<file path="config.mk">
export PLATFORM = sky130hd
export DESIGN_NAME = pmp_entry_match
export DESIGN_NICKNAME = d
export VERILOG_FILES = /design/src/rtl/pmp_types_1_12_pkg.sv /design/src/rtl/pmp_entry_match.sv
export SDC_FILE = /design/constraint.sdc
export NUM_CORES = 1
export LEC_CHECK = 0
export CORE_UTILIZATION = 48
export DETAILED_ROUTE_END_ITERATION = 8
export GPL_TIMING_DRIVEN = 1
export MAX_ROUTING_LAYER = met4
export PLACE_DENSITY = 0.85
export SLEW_MARGIN = 10
export SYNTH_ARGS = -nofsm -noshare
export SYNTH_HDL_FRONTEND = slang
export SYNTH_SLANG_ARGS = --single-unit
</file>
<file path="constraint.sdc">
create_clock -name vclk -period 5
set_input_delay 0.75 -clock vclk [all_inputs]
set_output_delay 0.75 -clock vclk [all_outputs]
set_load 0.005 [all_outputs]
</file>
<file path="src/rtl/pmp_types_1_12_pkg.sv">
// PMP shared types: access kinds, cfg byte layout, checker FSM states and the NAPOT mask helper.
package pmp_types_1_12_pkg;

  typedef logic [31:0] pmpaddr_t;

  typedef enum logic [1:0] {
    PMP_OFF   = 2'd0,
    PMP_TOR   = 2'd1,
    PMP_NA4   = 2'd2,
    PMP_NAPOT = 2'd3
  } pmp_mode_t;

  typedef struct packed {
    logic      l;
    logic [1:0] rsvd;
    pmp_mode_t a;
    logic      x;
    logic      w;
    logic      r;
  } pmpcfg_base_t;

  typedef enum logic [1:0] {
    ACC_R = 2'd0,
    ACC_W = 2'd1,
    ACC_X = 2'd2
  } pmp_access_t;

  typedef enum logic [1:0] {
    IDLE = 2'd0,
    SCAN = 2'd1,
    RESP = 2'd2
  } pmp_fsm_t;

  // Bits set in the result are "don't care" bits of a NAPOT region; all-ones pmpaddr yields all-ones.
  function automatic pmpaddr_t pmp_napot_mask(input pmpaddr_t addr);
    return addr ^ (addr + 32'd1);
  endfunction

endpackage

</file>
<file path="src/rtl/pmp_entry_match.sv">
// Single-entry PMP address match and permission evaluation (purely combinational).
module pmp_entry_match
  import pmp_types_1_12_pkg::*;
(
  input  logic [31:0]  a,
  input  pmpaddr_t     prev_addr,
  input  pmpcfg_base_t cfg,
  input  pmpaddr_t     pmpaddr,
  input  logic [1:0]   acc,
  input  logic         priv_m,
  output logic         match,
  output logic         perm_ok
);

  pmpaddr_t w_mask;
  logic     w_perm;

  always_comb begin
    w_mask = pmp_napot_mask(pmpaddr);
    match  = 1'b0;
    case (cfg.a)
      PMP_TOR:   match = (a >= prev_addr) && (a < pmpaddr);
      PMP_NA4:   match = (a == pmpaddr);
      PMP_NAPOT: match = ((a & ~w_mask) == (pmpaddr & ~w_mask));
      default:   match = 1'b0;
    endcase
  end

  // Encoding 3 falls back to a read; a write needs R as well since W-without-R is reserved.
  always_comb begin
    w_perm = cfg.r;
    case (acc)
      ACC_W:   w_perm = cfg.w & cfg.r;
      ACC_X:   w_perm = cfg.x;
      default: w_perm = cfg.r;
    endcase
    perm_ok = (priv_m && !cfg.l) || w_perm;
  end

endmodule

</file>
==> results.md <==
- In this run the most critical hold path is launched from cfg[3].
- The number of library cell types mapped by synthesis is 30.
- The number of nets in the layout is 778.
- The number of global-route vias before repair came to 3675.
- After detailed routing, the number of vias per cell comes to 5.54.
- The most congested layer reported by global routing is met2.
- The number of nets in the synthesized netlist is 624.
- The fraction of the yosys area taken by sequential cells is 0.
- The worst hold path was traced through 5 stages.
- The tool flagged a number of max-cap violations equal to 0.
- The area added between synthesis and finish is 52.0%.
- In this run the worst setup path begins at pmpaddr[6].
- After the first detailed-routing iteration, the DRC count stood at 123.
- Entering global routing, the biggest net connects 7 pins.
- The number of clock-tree buffers in the layout is 0.
- The overall overflow remaining after global route is 0.
- The total count of max-transition violations in the final report is 0.
- The maximum fanout encountered on the critical timing path is 3.
- The initial utilization of the core area, before any placement, comes to 0.508.
- The half-perimeter wire length of the detailed placement result is 8320 um.
- The average cell area after synthesis is 7.31 sq um.
- The die boundary width is 81.9 um.
- The end point of the most critical hold path is match.
- The type of the tightest min-delay check is primary input to output port.
- The peak ir drop on the vdd network is 0.0476 mV.
- Of the available clock period, the critical path in the final layout requires 0.972.
- The number of top-level pins is 109.
- The number of flip-flops and latches is 0.
- The count of mapped cells out of synthesis is 419.
- The area of the die is 6700 sq um.
- The flow ran to the end, and the final reports show no timing, DRC or antenna violations.
- The met3 track demand over resource is 0.0233.
- The final routed wire length divided by cell count is 14.4 um.
- The static power due to leakage is 2.42 nW.
- In this run the cell area of the synthesized design comes to 3060 sq um.
- The count of final setup violators is 0.
- In this run the core area contains 28 standard-cell rows.
- The data required time at the worst endpoint is 4250 ps.
- The global routing met1 resource utilization is 0.318.
- The data arrival time of the critical path is 4110 ps.
- The sequential cell area is 0 sq um.
- The height of the die is 81.9 um.
- The global routing usage on met2 is 0.554.
- The count of nets left with antenna violations once routing finished came out at 0.
- The most common library cell in the layout ignoring fill and taps is sky130_fd_sc_hd__ha_1.
- The overall routed net length is 9300 um.
- The non-filler instance count after layout is 646.
- The multi-input combinational cell area is 2860 sq um.
- The type of element capturing the critical path is an output port.
- Summing over every cut layer, the via total after detailed routing is 3580.
- The quantity of I/O buffers inserted on ports is 107.
- In this run the tightest slew margin relative to its limit is 0.662.
- The worst setup path is launched from a primary input.
- The number of antenna violations at the first check in global routing is 0.
- The final critical-path required period is 4860 ps.
- The first global-routing pass estimated 15200 um of wire.
- In this run, placement finished with an instance count of 642.
- In the routed design, unresolved DRC markers number 0.
- The maximum operating frequency is 206 MHz.
- The post-route worst hold slack is 2480 ps.
- Counting the fill cells in the layout gives 418.
- The type of the setup path with the least slack is primary input to output port.
- The standard cell core area is 6030 sq um.
- The library cells used most frequently in the layout, excluding fill and tap cells, are 97 x sky130_fd_sc_hd__ha_1, 96 x sky130_fd_sc_hd__clkdlybuf4s50_1, 72 x sky130_fd_sc_hd__inv_1.
- Routability-driven placement finished with a final weighted congestion of 0.884.
- Power comes to 0.000349 W.
- The power density of the placed cells is 74.9 nW/um^2.
- The global-route usage over all layers is 0.293.
- The number of antenna repair diodes is 0.
- Before antenna repair, the detailed router went through 4 iterations.
- During synthesis, Yosys emitted a total of 0 warnings.
- In the final layout, the share of cells above drive strength 1 is 0.112.
- Setup total negative slack on the finished layout was measured at 0 ps.
- The final number of hold-violating endpoints is 0.
- At the pin with the least slew margin, the transition time is 494 ps.
- The number of hold buffers added after CTS was 0.
kinds of logic after synthesis:
logic type               synth area share
buffers and inverters              0.0895
AND/OR/NAND/NOR                     0.213
adder cells (fa/ha/maj)             0.400
XOR/XNOR                            0.177
AO/OA/AOI/OAI                       0.120
what timing repair did:
action / CTS / global route
cloned: 0 / 0
buffers inserted: 2 / 2
endpoints found under the setup margin: 1 / 1
gates resized for setup: 11 / 20
pin swaps: 12 / 9
routing by layer:
| layer | part of all wire | up-vias | routed length, um |
|---|---|---|---|
| met1 | 0.40 | 1645 | 3680 |
| met4 | 0.029 | 0 | 272 |
| li1 | - | 1770 | - |
| met5 | 0 | - | 0 |
| met2 | 0.51 | 133 | 4790 |
| met3 | 0.060 | 32 | 555 |
worst max-delay path by stage:
stage	end	cells after the start	slack (ps)
finish	match	18	140
global route	match	18	-30
CTS	match	18	10
detailed placement	match	18	-460
global placement	match	18	-310
floorplan	match	14	940
stage by stage:
| step | worst slack, ps | area, sq um | utilization |
|---|---|---|---|
| after floorplan | 936 | 3060 | - |
| after global placement | -312 | 4540 | 0.753 |
| after global routing | -28.5 | 4660 | 0.773 |
| after CTS | 11.3 | 4590 | 0.761 |
| final | 138 | 4660 | 0.773 |
| after detailed placement | -457 | 4540 | 0.753 |
cell type report:
class / count / area share
inverters: 73 / 0.0588
repair buffers: 152 / 0.307
well taps: 75 / 0.0202
multi-input cells: 346 / 0.614
critical path: stages:
cell and delay [ps]:
sky130_fd_sc_hd__clkdlybuf4s50_1 510, sky130_fd_sc_hd__inv_1 100, sky130_fd_sc_hd__nor3b_4 240, sky130_fd_sc_hd__and3_4 230
sky130_fd_sc_hd__inv_2 50, sky130_fd_sc_hd__nor3_4 220, sky130_fd_sc_hd__buf_4 150, sky130_fd_sc_hd__nand4_1 110
sky130_fd_sc_hd__ha_1 330, sky130_fd_sc_hd__xor2_1 170, sky130_fd_sc_hd__nand2_1 90, sky130_fd_sc_hd__xor2_1 160
sky130_fd_sc_hd__nand4_1 140, sky130_fd_sc_hd__nor4_1 200, sky130_fd_sc_hd__a21oi_1 120, sky130_fd_sc_hd__nor4_1 280
sky130_fd_sc_hd__buf_4 170, sky130_fd_sc_hd__clkbuf_2 100
power by group:
part	internal [W]	switching [W]
combinational	0.000185	0.000163
sequential	0	0
clock	0	0
total	0.000185	0.000163
cells in the mapped netlist:
library cell | n | area share
sky130_fd_sc_hd__and4_1 | 3 | 0.0086
sky130_fd_sc_hd__nor3_2 | 1 | 0.0033
sky130_fd_sc_hd__nor2b_1 | 2 | 0.0041
sky130_fd_sc_hd__a2111oi_0 | 2 | 0.0057
sky130_fd_sc_hd__o211ai_1 | 1 | 0.0025
sky130_fd_sc_hd__a21oi_1 | 26 | 0.042
sky130_fd_sc_hd__a21o_1 | 12 | 0.029
sky130_fd_sc_hd__o21ai_0 | 7 | 0.011
sky130_fd_sc_hd__o22ai_1 | 1 | 0.0020
sky130_fd_sc_hd__a41oi_1 | 1 | 0.0029
sky130_fd_sc_hd__ha_1 | 98 | 0.40
sky130_fd_sc_hd__o221ai_1 | 1 | 0.0029
sky130_fd_sc_hd__nand4_2 | 1 | 0.0041
sky130_fd_sc_hd__nand4_1 | 24 | 0.049
sky130_fd_sc_hd__nand2b_1 | 1 | 0.0020
sky130_fd_sc_hd__or3_1 | 1 | 0.0020
sky130_fd_sc_hd__inv_1 | 73 | 0.089
sky130_fd_sc_hd__a2111oi_4 | 1 | 0.0090
sky130_fd_sc_hd__nor3_1 | 3 | 0.0049
sky130_fd_sc_hd__nand3_1 | 17 | 0.028
sky130_fd_sc_hd__nand2_1 | 54 | 0.066
sky130_fd_sc_hd__a211o_1 | 1 | 0.0029
sky130_fd_sc_hd__a221o_1 | 2 | 0.0065
sky130_fd_sc_hd__a211oi_1 | 1 | 0.0025
sky130_fd_sc_hd__xor2_1 | 62 | 0.18
sky130_fd_sc_hd__or4_4 | 1 | 0.0037
sky130_fd_sc_hd__nor2_1 | 10 | 0.012
sky130_fd_sc_hd__nor3b_1 | 1 | 0.0025
sky130_fd_sc_hd__and3_1 | 6 | 0.012
sky130_fd_sc_hd__nor4_1 | 5 | 0.010
Note: power is estimated with default switching activity, not from simulation.
